--- src/rtl/intersection_pkg.sv ---
// intersection_pkg
// Shared definitions for the junction controller and the traffic_light benches:
// the 2-bit lamp encoding and the controller state enum.
// Feature macro INTERSECTION_PED_EN: the enum always lists PED_WALK, so the
// encoding stays the same in both builds.

package intersection_pkg;

  // Lamp encoding shared with the single traffic_light block (2'b11 unused)
  localparam logic [1:0] LIGHT_RED    = 2'b00;
  localparam logic [1:0] LIGHT_GREEN  = 2'b01;
  localparam logic [1:0] LIGHT_YELLOW = 2'b10;

  typedef enum logic [2:0] {
    ALLRED_A,
    NS_GREEN,
    NS_YELLOW,
    ALLRED_B,
    EW_GREEN,
    EW_YELLOW,
    PED_WALK
  } state_t;

endpackage

--- src/rtl/intersection_ctrl_phase_timer.sv ---
// phase_timer
// Down-counting phase timer. On load it takes the duration-1 of the phase
// being entered. It then counts down to 0, and "expired" marks the last cycle
// of the phase. While a green is running, green_elapsed gives the number of
// green cycles completed before the current one.
// Ports:
//   clk, rstb      - clock and async active-low reset (count resets to RESET_VAL)
//   load, load_val - reload on state change with the new phase's duration-1
//   count          - current remaining count
//   expired        - count is zero (final cycle of the phase)
//   green_elapsed  - T_GREEN-1-count, only meaningful during a green phase

module phase_timer #(
  parameter int CNT_W     = 8,
  parameter int T_GREEN   = 8,
  parameter int RESET_VAL = 0
) (
  input  logic             clk,
  input  logic             rstb,
  input  logic             load,
  input  logic [CNT_W-1:0] load_val,
  output logic [CNT_W-1:0] count,
  output logic             expired,
  output logic [CNT_W-1:0] green_elapsed
);

  // Count down and hold at zero. A load always wins, because the owner reloads
  // on every state change and a phase never outlives its zero count.
  always_ff @(posedge clk or negedge rstb) begin
    if (!rstb) begin
      count <= CNT_W'(RESET_VAL);
    end else if (load) begin
      count <= load_val;
    end else if (count != '0) begin
      count <= count - CNT_W'(1);
    end
  end

  assign expired       = (count == '0);
  assign green_elapsed = CNT_W'(T_GREEN - 1) - count;

endmodule

--- src/rtl/intersection_ctrl.sv ---
// intersection_ctrl
// Single timing authority for a two-way junction. It sequences NS/EW green,
// yellow and all-red phases. When INTERSECTION_PED_EN is defined, it also
// folds a pedestrian walk phase into the ring, using a level-request /
// pulse-acknowledge handshake.
// Ports:
//   clk       - system clock, rising edge
//   rstb      - asynchronous active-low reset
//   ped_req   - pedestrian request level (ignored when the feature is absent)
//   ns_light  - north-south lamp (00 red, 01 green, 10 yellow)
//   ew_light  - east-west lamp, same encoding
//   walk      - high for the whole walk phase
//   ped_ack   - one-cycle pulse on the first walk cycle
// Macro INTERSECTION_PED_EN: defined enables the pedestrian logic; undefined
// leaves only the base ring, with walk/ped_ack tied low.

module intersection_ctrl
  import intersection_pkg::*;
#(
  parameter int T_GREEN     = 8,
  parameter int T_MIN_GREEN = 3,
  parameter int T_YELLOW    = 2,
  parameter int T_ALLRED    = 1,
  parameter int T_WALK      = 4,
  parameter int CNT_W       = 8
) (
  input  logic       clk,
  input  logic       rstb,
  input  logic       ped_req,
  output logic [1:0] ns_light,
  output logic [1:0] ew_light,
  output logic       walk,
  output logic       ped_ack
);

  state_t             state;
  state_t             next_state;
  logic               load;
  logic [CNT_W-1:0]   load_val;
  logic [CNT_W-1:0]   count;
  logic               expired;
  logic [CNT_W-1:0]   green_elapsed;

  logic               walk_due;
  logic               green_cut;
  logic               ret_ew;

  function automatic logic [CNT_W-1:0] phase_len_m1(input state_t s);
    case (s)
      NS_GREEN, EW_GREEN:   phase_len_m1 = CNT_W'(T_GREEN - 1);
      NS_YELLOW, EW_YELLOW: phase_len_m1 = CNT_W'(T_YELLOW - 1);
      PED_WALK:             phase_len_m1 = CNT_W'(T_WALK - 1);
      default:              phase_len_m1 = CNT_W'(T_ALLRED - 1);
    endcase
  endfunction

  // The timer reloads on every state change, so each phase lasts exactly its
  // duration, even when a green is cut short.
  assign load     = (next_state != state);
  assign load_val = phase_len_m1(next_state);

  phase_timer #(
    .CNT_W     (CNT_W),
    .T_GREEN   (T_GREEN),
    .RESET_VAL (T_ALLRED - 1)
  ) u_timer (
    .clk           (clk),
    .rstb          (rstb),
    .load          (load),
    .load_val      (load_val),
    .count         (count),
    .expired       (expired),
    .green_elapsed (green_elapsed)
  );

`ifdef INTERSECTION_PED_EN
  logic ped_pending;
  logic walk_entry;

  // Walk entry happens only when an all-red phase expires, so checking for a
  // move into PED_WALK is enough.
  assign walk_entry = (next_state == PED_WALK) && (state != PED_WALK);

  // Sticky request flag. A request seen on the entry edge beats the clear, so
  // a held request gets served again at the next all-red.
  always_ff @(posedge clk or negedge rstb) begin
    if (!rstb) begin
      ped_pending <= 1'b0;
    end else if (ped_req) begin
      ped_pending <= 1'b1;
    end else if (walk_entry) begin
      ped_pending <= 1'b0;
    end
  end

  // Record which green the interrupted all-red was heading for.
  always_ff @(posedge clk or negedge rstb) begin
    if (!rstb) begin
      ret_ew <= 1'b0;
    end else if (walk_entry) begin
      ret_ew <= (state == ALLRED_B);
    end
  end

  // green_elapsed counts completed cycles, so the current cycle is number
  // green_elapsed+1. Leave once that reaches the minimum.
  assign walk_due  = ped_pending;
  assign green_cut = ped_pending && (green_elapsed >= CNT_W'(T_MIN_GREEN - 1));
`else
  logic ped_unused;

  assign walk_due   = 1'b0;
  assign green_cut  = 1'b0;
  assign ret_ew     = 1'b0;
  assign ped_unused = ^{ped_req, green_elapsed, count};
`endif

  // State register
  always_ff @(posedge clk or negedge rstb) begin
    if (!rstb) begin
      state <= ALLRED_A;
    end else begin
      state <= next_state;
    end
  end

  // Next-state: the base ring, with the walk detour out of all-red and the
  // early end of a green.
  always_comb begin
    next_state = state;
    case (state)
      ALLRED_A:  if (expired) next_state = walk_due ? PED_WALK : NS_GREEN;
      NS_GREEN:  if (expired || green_cut) next_state = NS_YELLOW;
      NS_YELLOW: if (expired) next_state = ALLRED_B;
      ALLRED_B:  if (expired) next_state = walk_due ? PED_WALK : EW_GREEN;
      EW_GREEN:  if (expired || green_cut) next_state = EW_YELLOW;
      EW_YELLOW: if (expired) next_state = ALLRED_A;
      PED_WALK:  if (expired) next_state = ret_ew ? EW_GREEN : NS_GREEN;
      default:   next_state = ALLRED_A;
    endcase
  end

  // Moore outputs. The acknowledge uses the freshly loaded timer value to
  // mark the first walk cycle.
  always_comb begin
    ns_light = LIGHT_RED;
    ew_light = LIGHT_RED;
    walk     = 1'b0;
    ped_ack  = 1'b0;
    case (state)
      NS_GREEN:  ns_light = LIGHT_GREEN;
      NS_YELLOW: ns_light = LIGHT_YELLOW;
      EW_GREEN:  ew_light = LIGHT_GREEN;
      EW_YELLOW: ew_light = LIGHT_YELLOW;
`ifdef INTERSECTION_PED_EN
      PED_WALK: begin
        walk    = 1'b1;
        ped_ack = (count == CNT_W'(T_WALK - 1));
      end
`endif
      default: ;
    endcase
  end

endmodule
--- config.mk ---
export PLATFORM = sky130hd
export DESIGN_NAME = intersection_ctrl
export DESIGN_NICKNAME = d
export VERILOG_FILES = /design/src/rtl/intersection_pkg.sv /design/src/rtl/intersection_ctrl_phase_timer.sv /design/src/rtl/intersection_ctrl.sv
export SDC_FILE = /design/constraint.sdc
export NUM_CORES = 1
export LEC_CHECK = 0
export BUFFER_PORTS_ARGS = -buffer_cell sky130_fd_sc_hd__buf_2
export CAP_MARGIN = 10
export CORE_UTILIZATION = 48
export DETAILED_ROUTE_END_ITERATION = 12
export PLACE_DENSITY = 0.68
export SLEW_MARGIN = 30
export SYNTH_ARGS = -nofsm -noshare
export SYNTH_HDL_FRONTEND = slang
export SYNTH_SLANG_ARGS = --single-unit
export TNS_END_PERCENT = 50
--- constraint.sdc ---
create_clock -name clk -period 1.8 [get_ports clk]
set_input_delay 0.36 -clock clk [delete_from_list [all_inputs] [get_ports clk]]
set_output_delay 0.36 -clock clk [all_outputs]
set_load 0.03 [all_outputs]
==> summary by stage <==
Run status
The run finished with clean final reports.

Worst setup path
STA classifies the critical path endpoint as a flip-flop. The launch point of the worst path is u_timer.count[1]. The worst setup path endpoint is state[1].

The capture instance of the worst register-to-register path is state[1]. The worst-case reg-to-reg path depth is 5. The setup check on the worst reg-to-reg path leaves a slack of 0.11 ns. The critical path launch point type is a flip-flop.

The start of the worst register-to-register path is u_timer.count[1]. The critical path class is reg -> reg. For the worst setup path, the data required time is between 1.5 and 2 ns.

For the worst setup path, the data arrival time is roughly 1.8 ns. The peak fanout along the critical path is 7.

Timing
The number of failing hold endpoints at the final stage is 0. The accumulated negative setup slack is 0 ns. The maximum operating frequency is just under 600 MHz. Once routing completed, OpenROAD measured the worst setup slack at around 0.11 ns. The clock period could shrink to 1.69 ns. Setup repair after global routing left no endpoint under its margin. Clock skew on the completed layout was measured at ~0.0033 ns.

The final setup violation count is 0. The worst path uses around 94% of the clock period. The final-report max-slew violation count is 0.

Yosys
The number of distinct library cell variants in the gate-level netlist after synthesis is 31. The sequential cell area fraction in the yosys report is approximately two fifths. sky130_fd_sc_hd__dfrtp_1 takes more of the synthesized area than any other cell.

The synthesized netlist devotes between 3 and 4% of its cell area to adder and majority cells. By area the synthesized netlist is led by sky130_fd_sc_hd__dfrtp_1 40%, sky130_fd_sc_hd__a211oi_1 5.5%, sky130_fd_sc_hd__a21oi_1 4.4%, sky130_fd_sc_hd__or4_1 4.4%, sky130_fd_sc_hd__ha_1 3.7%. In this run the biggest area consumer among cell types represents approximately two fifths of the synthesized area. The post-synth design cell area is between 600 and 700 um2.

After Yosys synthesis, XOR and XNOR cells account for ~1.3% of the synthesized area. Yosys printed 0 warnings. After synthesis, the largest family of logic cells by area is compound AO/OA/AOI/OAI gates. The number of synthesized flops with an enable pin is 0. Summing the areas of all compound-gate instances in the mapped netlist gives about a quarter of the synthesized area. In this run, synthesis produced a sequential element count of 11.

The simple-gate portion of the synthesized area is 22.2%. The cell count after synthesis is 77. The average size of a mapped cell is between 8 and 9 um2. The share of flip-flops with an asynchronous set or reset is 100%.

Measured against the total synthesized area, the mux share comes to 0%. The most used flip-flop cell after synthesis is sky130_fd_sc_hd__dfrtp_1.

Placed design
The number of placed instances, taps included is 99. The worst setup slack after placement is ~0.038 ns. The placer congestion estimate is ~0.73. Summed over all nets, the half-perimeter wirelength after detailed placement is about 1.1 mm. The port buffer count is 5.

Clock network
The clock sink total is 11. In this run the number of H-tree levels came out at 1. The CTS tree is done. The total CTS buffers is 3. Clock tree synthesis selected as its root buffer the cell sky130_fd_sc_hd__clkbuf_4.

At the later pin of the worst-skew pair, clock insertion delay measures approximately 0.27 ns. Counting along the longest clock path gives a buffer depth of 2. The clock input transition at the sequential cells of the worst setup and hold paths is 0.07 ns.

Route
The DRC violation count after routing is 0. In the final routed layout, each cell accounts on average for approximately 15 um. The number of nets still failing antenna checks after routing is 0.

The pre-antenna-repair detailed-routing pass consisted of 4 iterations. The first routing iteration left 14 violations. The via-per-instance ratio is roughly 6. The routed layout has 630 vias.

The detailed-route wire length is 1.59 mm.

GRT
Entering global routing, the biggest net connects 12 pins. The overall fraction of global-route tracks in use is between 20 and 25%. The number of global-route vias before repair is about 570. The first-pass GRT wire length is approximately 2.6 mm. The overall overflow remaining after global route is 0. The number of antenna violations at the first check in global routing is 0.

Pwr
Summed over all cells, the static leakage comes to a little under 0.0004 uW. The worst-case IR drop observed on VDD is roughly 310 uV. Power spread over the standard cell area amounts to around 530 mW/mm2.

Floorplan
In this run the standard cell core region covers around 0.0013 mm2. The die is about 40 um wide. The site row count is 13. The die covers between 0.0015 and 0.002 mm2. Measured along the y axis, the die boundary spans between 30 and 40 um. Pin placement for this block handled 9 I/O pins. For this configuration, the core starts out at a cell density of roughly 52%.

Finish
The total inserted antenna cells is 0. The area growth from synthesis to layout is 20.3%. The library cells used most frequently in the layout, excluding fill and tap cells, are 10 x sky130_fd_sc_hd__buf_4, 10 x sky130_fd_sc_hd__dfrtp_1, 6 x sky130_fd_sc_hd__inv_1, 6 x sky130_fd_sc_hd__a21oi_1, 5 x sky130_fd_sc_hd__o21ai_0. The non-filler instance count after layout is between 100 and 150.

Cells with a size suffix above 1 make up between 20 and 30% of the layout. The count of nets after finishing is 96.

Worst hold path
The classification of the worst-slack hold path is in -> async.

Flow run
Max-cap violations in this run came to 0.
==> through the flow <==
stage	utilization (%)	hold slack [ns]	area, um2	total power [uW]
3_3_place_gp	57.4	0.242	756	263
3_5_place_dp	57.4	0.246	756	263
6_report	62.4	0.490	822	432
4_1_cts	61.0	0.489	803	435
2_1_floorplan	-	0.0644	687	261
5_1_grt	62.4	0.515	822	456
==> report_power, final <==
part | leakage [uW] | switching, uW | internal [uW]
Combinational | 0.000240 | 10.7 | 2.21
Sequential | 0.000137 | 0 | 247
Clock | 0.0000150 | 86.4 | 85.8
==> how the worst min path moves through the flow <==
stage	endpoint	slack, ns	from	cells past startpoint
3_3_place_gp	u_timer.count[7]	0.24	rstb	1
2_1_floorplan	state[0]	0.06	rstb	0
4_1_cts	u_timer.count[7]	0.49	rstb	2
5_1_grt	u_timer.count[6]	0.52	rstb	2
3_5_place_dp	u_timer.count[7]	0.25	rstb	1
6_report	u_timer.count[7]	0.49	rstb	2
==> worst max-delay path, stage by stage, from the launching register on <==
cell and delay [ns]:
sky130_fd_sc_hd__dfrtp_1 0.41, sky130_fd_sc_hd__inv_1 0.08, sky130_fd_sc_hd__ha_1 0.17, sky130_fd_sc_hd__or3b_2 0.55, sky130_fd_sc_hd__o311ai_2 0.28, sky130_fd_sc_hd__a211oi_1 0.08
==> kinds of logic after synthesis <==
logic type | Yosys count
xor gates and xnor gates | 1
and+or+nand+nor | 25
DFF | 11
adders and majority gates | 2
other | 1
AOI/OAI and AO/OA | 24
buffers and inverters | 13
==> flip-flops by register name, indices dropped and copies added, names as in the netlist <==
name	count
u_timer.count	8
state	3
==> metal layers <==
| layer | routed length, um | up-vias | GRT usage [%] |
|---|---|---|---|
| li1 | - | 308 | - |
| met1 | 815 | 311 | 31.9 |
| met2 | 740 | 11 | 38.9 |
| met3 | 33 | 0 | 6.82 |
| met4 | 0 | 0 | 7.76 |
| met5 | 0 | - | 0 |
==> final cells by class <==
type,instances,area [um2]
multi-input cells,54,373
well taps,15,18.8
inverters,6,22.5
flip-flops and latches,11,277
clock buffers,4,26.3
repair buffers,15,105
fillers,118,495
==> synthesized netlist by cell type (2+ instances only) <==
| master | number |
|---|---|
| sky130_fd_sc_hd__a21oi_1 | 6 |
| sky130_fd_sc_hd__buf_4 | 2 |
| sky130_fd_sc_hd__a211oi_1 | 5 |
| sky130_fd_sc_hd__nor3b_1 | 2 |
| sky130_fd_sc_hd__nand2_1 | 4 |
| sky130_fd_sc_hd__nor2_1 | 3 |
| sky130_fd_sc_hd__clkbuf_1 | 4 |
| sky130_fd_sc_hd__inv_1 | 6 |
| sky130_fd_sc_hd__nor3_1 | 2 |
| sky130_fd_sc_hd__o21ai_0 | 5 |
| sky130_fd_sc_hd__dfrtp_1 | 11 |
| sky130_fd_sc_hd__or4_1 | 4 |
| sky130_fd_sc_hd__ha_1 | 2 |
| sky130_fd_sc_hd__or3b_2 | 2 |
| sky130_fd_sc_hd__nand3_1 | 2 |
| sky130_fd_sc_hd__o31ai_1 | 2 |
==> repair_timing <==
item,CTS,global route
setup buffers,1,0
pin swaps,0,0
gates resized for setup,2,5
setup endpoints to repair,1,4
endpoints found under the hold margin,11,0
hold buffers,1,0
Power figures use the tool's default switching activity.
